## config.mk

```make
export PLATFORM = sky130hd
export DESIGN_NAME = shift_add_multiplier
export DESIGN_NICKNAME = d
export VERILOG_FILES = /design/src/rtl/shift_add_multiplier_pkg.sv /design/src/rtl/mul_add_stage.sv /design/src/rtl/shift_add_multiplier.sv
export SDC_FILE = /design/constraint.sdc
export NUM_CORES = 1
export LEC_CHECK = 0
export CAP_MARGIN = 30
export CORE_MARGIN = 10
export CORE_UTILIZATION = 50
export DETAILED_ROUTE_END_ITERATION = 6
export GPL_ROUTABILITY_DRIVEN = 0
export GPL_TIMING_DRIVEN = 1
export PLACE_DENSITY = 0.77
export SLEW_MARGIN = 10
export SYNTH_ARGS = -nofsm -noshare
export SYNTH_HDL_FRONTEND = slang
export SYNTH_SLANG_ARGS = --single-unit
```

## constraint.sdc

```tcl
create_clock -name clk -period 1.82 [get_ports clk]
set_input_delay 0.273 -clock clk [delete_from_list [all_inputs] [get_ports clk]]
set_output_delay 0.273 -clock clk [all_outputs]
set_load 0.005 [all_outputs]
```

## src/rtl/shift_add_multiplier_pkg.sv

```systemverilog
// mul_pkg: shared state encoding, default operand width and counter sizing for the shift-add multiplier.
package mul_pkg;
    typedef enum logic [1:0] {IDLE, CALC, DONE} state_t;
    localparam int DEF_WIDTH = 4;
    function automatic int cnt_w(input int w);
        return (w > 1) ? $clog2(w) : 1;
    endfunction
    localparam int CNT_W = cnt_w(DEF_WIDTH);
endpackage

```

## src/rtl/mul_add_stage.sv

```systemverilog
// mul_add_stage: combinational WIDTH-bit adder with carry-in/out; the lab 4-bit ripple adder at WIDTH=4.
module mul_add_stage
    import mul_pkg::*;
#(
    parameter int WIDTH = DEF_WIDTH
) (
    input  logic [WIDTH-1:0] x,
    input  logic [WIDTH-1:0] y,
    input  logic             cin,
    output logic [WIDTH-1:0] s,
    output logic             cout
);
    assign {cout, s} = {1'b0, x} + {1'b0, y} + {{WIDTH{1'b0}}, cin};
endmodule

```

## src/rtl/shift_add_multiplier.sv

```systemverilog
// shift_add_multiplier: sequential shift-and-add multiplier, one add and one right shift per cycle.
// Define SHIFT_ADD_MULTIPLIER_SIGNED_EN for two's-complement operands and product.
module shift_add_multiplier
    import mul_pkg::*;
#(
    parameter int WIDTH = DEF_WIDTH
) (
    input  logic               clk,
    input  logic               rst_n,
    input  logic               start,
    input  logic [WIDTH-1:0]   multiplicand,
    input  logic [WIDTH-1:0]   multiplier,
    output logic               busy,
    output logic               done,
    output logic [2*WIDTH-1:0] product
);
    localparam int CW = cnt_w(WIDTH);
    localparam int PW = 2 * WIDTH;

    state_t           state_q, state_d;
    logic [WIDTH-1:0] acc_hi_q, acc_hi_d;
    logic [WIDTH-1:0] acc_lo_q, acc_lo_d;
    logic [WIDTH-1:0] mcand_q, mcand_d;
    logic [CW-1:0]    cnt_q, cnt_d;
    logic [PW-1:0]    product_q, product_d;
    logic [WIDTH-1:0] addend, sum, a_ld, b_ld;
    logic             carry;
    logic [PW-1:0]    acc_next, result;

    assign addend = acc_lo_q[0] ? mcand_q : '0;

    mul_add_stage #(.WIDTH(WIDTH)) u_add (
        .x    (acc_hi_q),
        .y    (addend),
        .cin  (1'b0),
        .s    (sum),
        .cout (carry)
    );

    // The carry-out becomes the new MSB as the whole accumulator shifts right.
    assign acc_next = {carry, sum, acc_lo_q[WIDTH-1:1]};

`ifdef SHIFT_ADD_MULTIPLIER_SIGNED_EN
    logic sign_q, sign_d;
    function automatic logic [WIDTH-1:0] mag(input logic [WIDTH-1:0] v);
        return v[WIDTH-1] ? -v : v;
    endfunction
    assign a_ld   = mag(multiplicand);
    assign b_ld   = mag(multiplier);
    assign sign_d = (state_q != CALC && start) ? multiplicand[WIDTH-1] ^ multiplier[WIDTH-1] : sign_q;
    assign result = sign_q ? -acc_next : acc_next;
    always_ff @(posedge clk or negedge rst_n)
        if (!rst_n) sign_q <= 1'b0;
        else        sign_q <= sign_d;
`else
    assign a_ld   = multiplicand;
    assign b_ld   = multiplier;
    assign result = acc_next;
`endif

    always_comb begin
        state_d   = state_q;
        acc_hi_d  = acc_hi_q;
        acc_lo_d  = acc_lo_q;
        mcand_d   = mcand_q;
        cnt_d     = cnt_q;
        product_d = product_q;
        if (state_q == CALC) begin
            acc_hi_d = acc_next[PW-1:WIDTH];
            acc_lo_d = acc_next[WIDTH-1:0];
            cnt_d    = cnt_q + CW'(1);
            if (cnt_q == CW'(WIDTH - 1)) begin
                product_d = result;
                state_d   = DONE;
            end
        end else if (start) begin
            acc_hi_d = '0;
            acc_lo_d = b_ld;
            mcand_d  = a_ld;
            cnt_d    = '0;
            state_d  = CALC;
        end else begin
            state_d = IDLE;
        end
    end

    always_ff @(posedge clk or negedge rst_n) begin
        if (!rst_n) begin
            state_q   <= IDLE;
            acc_hi_q  <= '0;
            acc_lo_q  <= '0;
            mcand_q   <= '0;
            cnt_q     <= '0;
            product_q <= '0;
        end else begin
            state_q   <= state_d;
            acc_hi_q  <= acc_hi_d;
            acc_lo_q  <= acc_lo_d;
            mcand_q   <= mcand_d;
            cnt_q     <= cnt_d;
            product_q <= product_d;
        end
    end

    assign busy    = (state_q == CALC);
    assign done    = (state_q == DONE);
    assign product = product_q;
endmodule

```

==> impl_metrics.ini, run 1 <==
[floorplanning]
die_area_sq_um = 4550
start_util = 0.520
row_count = 17
die_x_um = 67.5
io_pins = 21
core_sq_um = 2170
die-height_um = 67.5

[status]
status = completed

[layout]
antenna_cells = 0
drive_gt1_frac = 0.165
final-seq-area_sq_um = 601
final_common_cell = dfrtp_1
multi_input_area_sq_um = 470
final_cell_mix = 24 x dfrtp_1, 20 x clkdlybuf4s50_1, 12 x nand2_1, 12 x o21ai_0, 7 x mux2_2
layout.nets = 140
fillCellCount = 188
fin_util = 0.642
syn2layout_area_growth_pct = 23.6

[logic_synthesis]
ys_ff_latch = 24
ys_seq_area_frac = 0.533
synth_cell_types = 23
synth_area_leaders = dfrtp_1 53%, mux2_2 7.0%, o21ai_0 5.8%, ha_1 5.5%, nand2_1 4.0%
yosys_warnings = 0
synthDominantCellAreaShare = 0.533
syn_inst = 97
syn_nets = 114
synth.cell_area_sq_um = 1130
synth_area_per_cell_sq_um = 11.6
synth_largest_area_cell = dfrtp_1

[route]
route.detailed.drc = 0
routedWlPerCell_um = 13.1
drt_iter0_drc = 7
via_per_inst = 5.09
firstDrtPassIters = 3
ant_nets = 0
dr_total_vias = 758
wl_mm = 1.96

[worst_setup_path]
path_delay_family = buffers and inverters
cp_max_fo = 10
cp_slowest_stage_delay_ns = 0.51
cp_cell_sequence = nand2b_4, clkinv_4, clkdlybuf4s50_1
path_buf_inv = 2
crit_type = reg2out
required_ns = 1.55
cp_slowest_cell = clkdlybuf4s50_1
critPathLaunchType = flop
crit_arrival_ns = 1.44
cp-end-kind = primary output
critical_path_depth = 3
rr_worst_depth = 6

[timing]
slew_violations = 0
rsz0062_at_grt = false
skew_ns = 0.00214
fin_crit_sh = 0.939
maxSlewHeadroom = 0.802
finalSetupViolations = 0
final.min_clock_period_ns = 1.71
max_freq_ghz = 0.585
final_hold_viol_count = 0
tns_ns = 0
tightest_slew_ns = 0.297

[power_and_ir_drop]
peakVddDrop_v = 0.000873
switching_share = 0.340
switchingPower_uw = 690
cellLeakagePower_uw = 0.000678
power.density_nw_per_um2 = 1460
intPower_uw = 1340
comb_power_share = 0.461
power_frac_clock = 0.106
p_seq_frac = 0.433

[clocking]
h-tree-depth = 1
clockBufferDepth = 2
cts_buffers = 3
cts-root-buf = clkbuf_4
clk_latency_ns = 0.29
clk_transition_reported_paths_ns = 0.12
tritoncts = yes
clock_sinks = 24

[grt]
grt_max_degree = 25
grt.overflow.total = 0
grt_pass1_wl_mm = 3.46
grt_pass1_vias = 771
grtUsageTotal = 0.0965
antenna_found_initial = 0

[place]
dp_hpwl_mm = 1.52
io_buffers = 20

[worst_hold_path]
min_path_type = in2async

[job]
maxCapViolCount = 0
## registers in the layout, indices dropped and copies added, names as in the netlist
register and count:
cnt_q 2, mcand_q 4, acc_hi_q 4, acc_lo_q 4
product 8, state_q 2
## what timing repair did
| action | CTS | global route |
|---|---|---|
| hold buffers | 0 | 0 |
| endpoints found under the setup margin | 1 | 2 |
| endpoints found under the hold margin | 0 | 0 |
| buffers inserted | 0 | 2 |
| gates resized for setup | 1 | 1 |
## cell usage after synthesis
master and number:
dfrtp_1 24, o21ai_0 13, nand2_1 12, mux2_2 7, ha_1 5, inv_1 5, mux2i_1 4, nand3b_1 4
and2_1 3, a21o_1 2, a21oi_1 2, buf_2 2, buf_6 2, nor2_1 2, xor2_1 2, and2b_1 1
clkinv_2 1, fa_1 1, mux2_4 1, nand2_2 1, nand2_4 1, nand2b_4 1, or3_1 1
## power groups by stage
stage               Clock, uW  Sequential, uW  Combinational, uW
floorplan                   0             871                600
global placement            0             886                866
detailed placement          0             894                894
CTS                       223             882                907
global route              261             908               1060
finish                    214             879                935
## metal layers
metal | up-vias | track usage | part of all wire
met5 | - | 0 | 0
met4 | 0 | 0.0436 | 0.016
met3 | 4 | 0.0430 | 0.082
met2 | 16 | 0.151 | 0.45
met1 | 362 | 0.111 | 0.45
li1 | 376 | - | -
## cell families after synthesis
group,synth area share
and+or+nand+nor,0.130
DFF,0.533
AOI/OAI and AO/OA,0.0799
muxes,0.119
buffers and inverters,0.0499
adders and majority gates,0.0733
xor gates and xnor gates,0.0155
## worst reg2reg max path: cells and delay by family (launching register included)
kind	cells	cell delay (ns)
AND/OR/NAND/NOR	1	0.14
flip-flops	1	0.41
AO/OA/AOI/OAI	1	0.12
adder cells (fa/ha/maj)	2	0.59
buffers and inverters	1	0.06
XOR/XNOR	1	0.23
## stage by stage
stage | hold slack, ns | cells | setup slack, ns | power (uW) | area, sq um
final | 0.330 | 149 | 0.111 | 2030 | 1390
after global routing | 0.311 | 149 | 0.0112 | 2230 | 1390
after CTS | 0.332 | 147 | 0.0220 | 2010 | 1380
after detailed placement | 0.469 | 144 | 0.171 | 1790 | 1350
after global placement | 0.460 | 144 | 0.266 | 1750 | 1350
after floorplan | -0.0226 | 97 | 0.318 | 1470 | 1130
## path summary, 6_finish.rpt
path / startpoint / end / slack, ns
max: state_q[1] / busy / 0.11
min: rst_n / acc_hi_q[0] / 0.33
max reg2reg: acc_lo_q[0] / acc_hi_q[1] / 0.16
min reg2reg: product[6] / product[6] / 0.49
max in group asynchronous: rst_n / acc_hi_q[1] / 1.27
min in group clk: product[6] / product[6] / 0.49
## layout make-up
class	count	area share
Tap cell	28	0.0251
Timing Repair Buffer	25	0.171
Clock buffer	3	0.0162
Inverter	6	0.0197
Sequential cell	24	0.431
Multi-Input combinational cell	63	0.338
No activity file was read; power rests on OpenSTA's default activity.
==> run 2: changes to the inputs <==
Settings changed: CORE_UTILIZATION 50 to 30, PLACE_DENSITY 0.77 to unset.
==> impl_metrics.ini, run 2 (synthesis gave the netlist of run 1 again) <==
[layout]
layout.nets = 140
final-seq-area_sq_um = 601
fillCellCount = 369
multi_input_area_sq_um = 470
drive_gt1_frac = 0.172
largest_reg_flops = 8
design_area_sq_um = 1450
syn2layout_area_growth_pct = 29.0
final_cell_mix = 24 x dfrtp_1, 20 x clkdlybuf4s50_1, 13 x o21ai_0
final_common_cell = dfrtp_1
antenna_cells = 0

[worst_setup_path]
cp_max_fo = 13
crit_type = reg2out
cp_cell_sequence = nand2b_4, inv_8, clkdlybuf4s50_1
path_buf_inv = 2
startpoint = state_q[1]
required_ns = 1.55
path_delay_family = buffers and inverters
cp_slowest_cell = clkdlybuf4s50_1
crit_arrival_ns = 1.42
r2r-start = mcand_q[1]
cp_slowest_stage_delay_ns = 0.51
cp-end-kind = primary output
critPathLaunchType = flop

[floorplanning]
die_x_um = 81.3
row_count = 22
io_pins = 21
die-height_um = 81.3
core_sq_um = 3660
die_area_sq_um = 6610
start_util = 0.308

[power_and_ir_drop]
power.density_nw_per_um2 = 1500
peakVddDrop_v = 0.000754
cellLeakagePower_uw = 0.000695

[status]
status = completed

[timing]
tightest_slew_ns = 0.313
rsz0062_at_grt = false
timing.final.ws_setup_ns = 0.128
slew_violations = 0
fin_crit_sh = 0.930
tns_ns = 0
finalSetupViolations = 0
maxSlewHeadroom = 0.791
final_hold_viol_count = 0
skew_ns = 0.00360
max_freq_ghz = 0.591
final.min_clock_period_ns = 1.69
finalHoldWorstSlack_ns = 0.363

[job]
maxCapViolCount = 0

[place]
dp_hpwl_mm = 1.63
placed_area_sq_um = 1370
pre_cts_slack_ns = 0.189
io_buffers = 20

[route]
firstDrtPassIters = 2
route.detailed.drc = 0
routedWlPerCell_um = 12.5
dr_total_vias = 740
wl_mm = 2.12
via_per_inst = 4.35
drt_iter0_drc = 43
ant_nets = 0

[grt]
grt_pass1_vias = 783
antenna_found_initial = 0
grt_max_degree = 25
grt_pass1_wl_mm = 3.68
grt.overflow.total = 0
grtUsageTotal = 0.0699

[clocking]
h-tree-depth = 1
tritoncts = yes
clockBufferDepth = 2
cts_buffers = 3
clk_latency_ns = 0.26
cts-root-buf = clkbuf_8
ctsHoldBuffers = 0
clk_transition_reported_paths_ns = 0.08
clock_sinks = 24

[worst_hold_path]
min_path_type = in2async
==> run 2: report_power, final <==
part           leakage, uW  switching, uW  total (uW)  internal, uW
registers         0.000301            124         882           758
clock network    0.0000288            159         352           193
logic             0.000365            440         949           509
==> run 2: area by class of cell <==
type,count,area share
flip-flops and latches,24,0.413
multi-input cells,63,0.324
repair buffers,25,0.164
well taps,48,0.0413
clock buffers,4,0.0379
inverters,6,0.0207
==> run 2: through the flow <==
stage	total power (uW)	util	std cells
after floorplan	1470	-	97
after global placement	1750	0.374	163
after detailed placement	1790	0.374	163
after CTS	2160	0.390	167
after global routing	2370	0.397	170
final	2180	0.397	170
==> run 2: worst paths after layout <==
kind | endpoint | slack (ns) | depth (start not counted)
worst max register to register | acc_hi_q[2] | 0.22 | 7
max in group asynchronous | acc_lo_q[0] | 1.21 | 2
worst max-delay path | busy | 0.13 | 3
worst min register to register | product[4] | 0.48 | 2
min in group clk | product[4] | 0.48 | 2
worst min-delay path | product[3] | 0.36 | 2
==> run 2: metal layers <==
| layer | routed length, um | global-route usage | share of wire |
|---|---|---|---|
| met5 | 0 | 0 | 0 |
| met4 | 34 | 0.0260 | 0.016 |
| met3 | 121 | 0.0243 | 0.057 |
| met2 | 955 | 0.108 | 0.45 |
| met1 | 1010 | 0.0876 | 0.48 |
==> run 2: timing repair <==
item | CTS | global route
setup buffers | 0 | 3
gates resized for setup | 1 | 1
endpoints found under the setup margin | 1 | 2
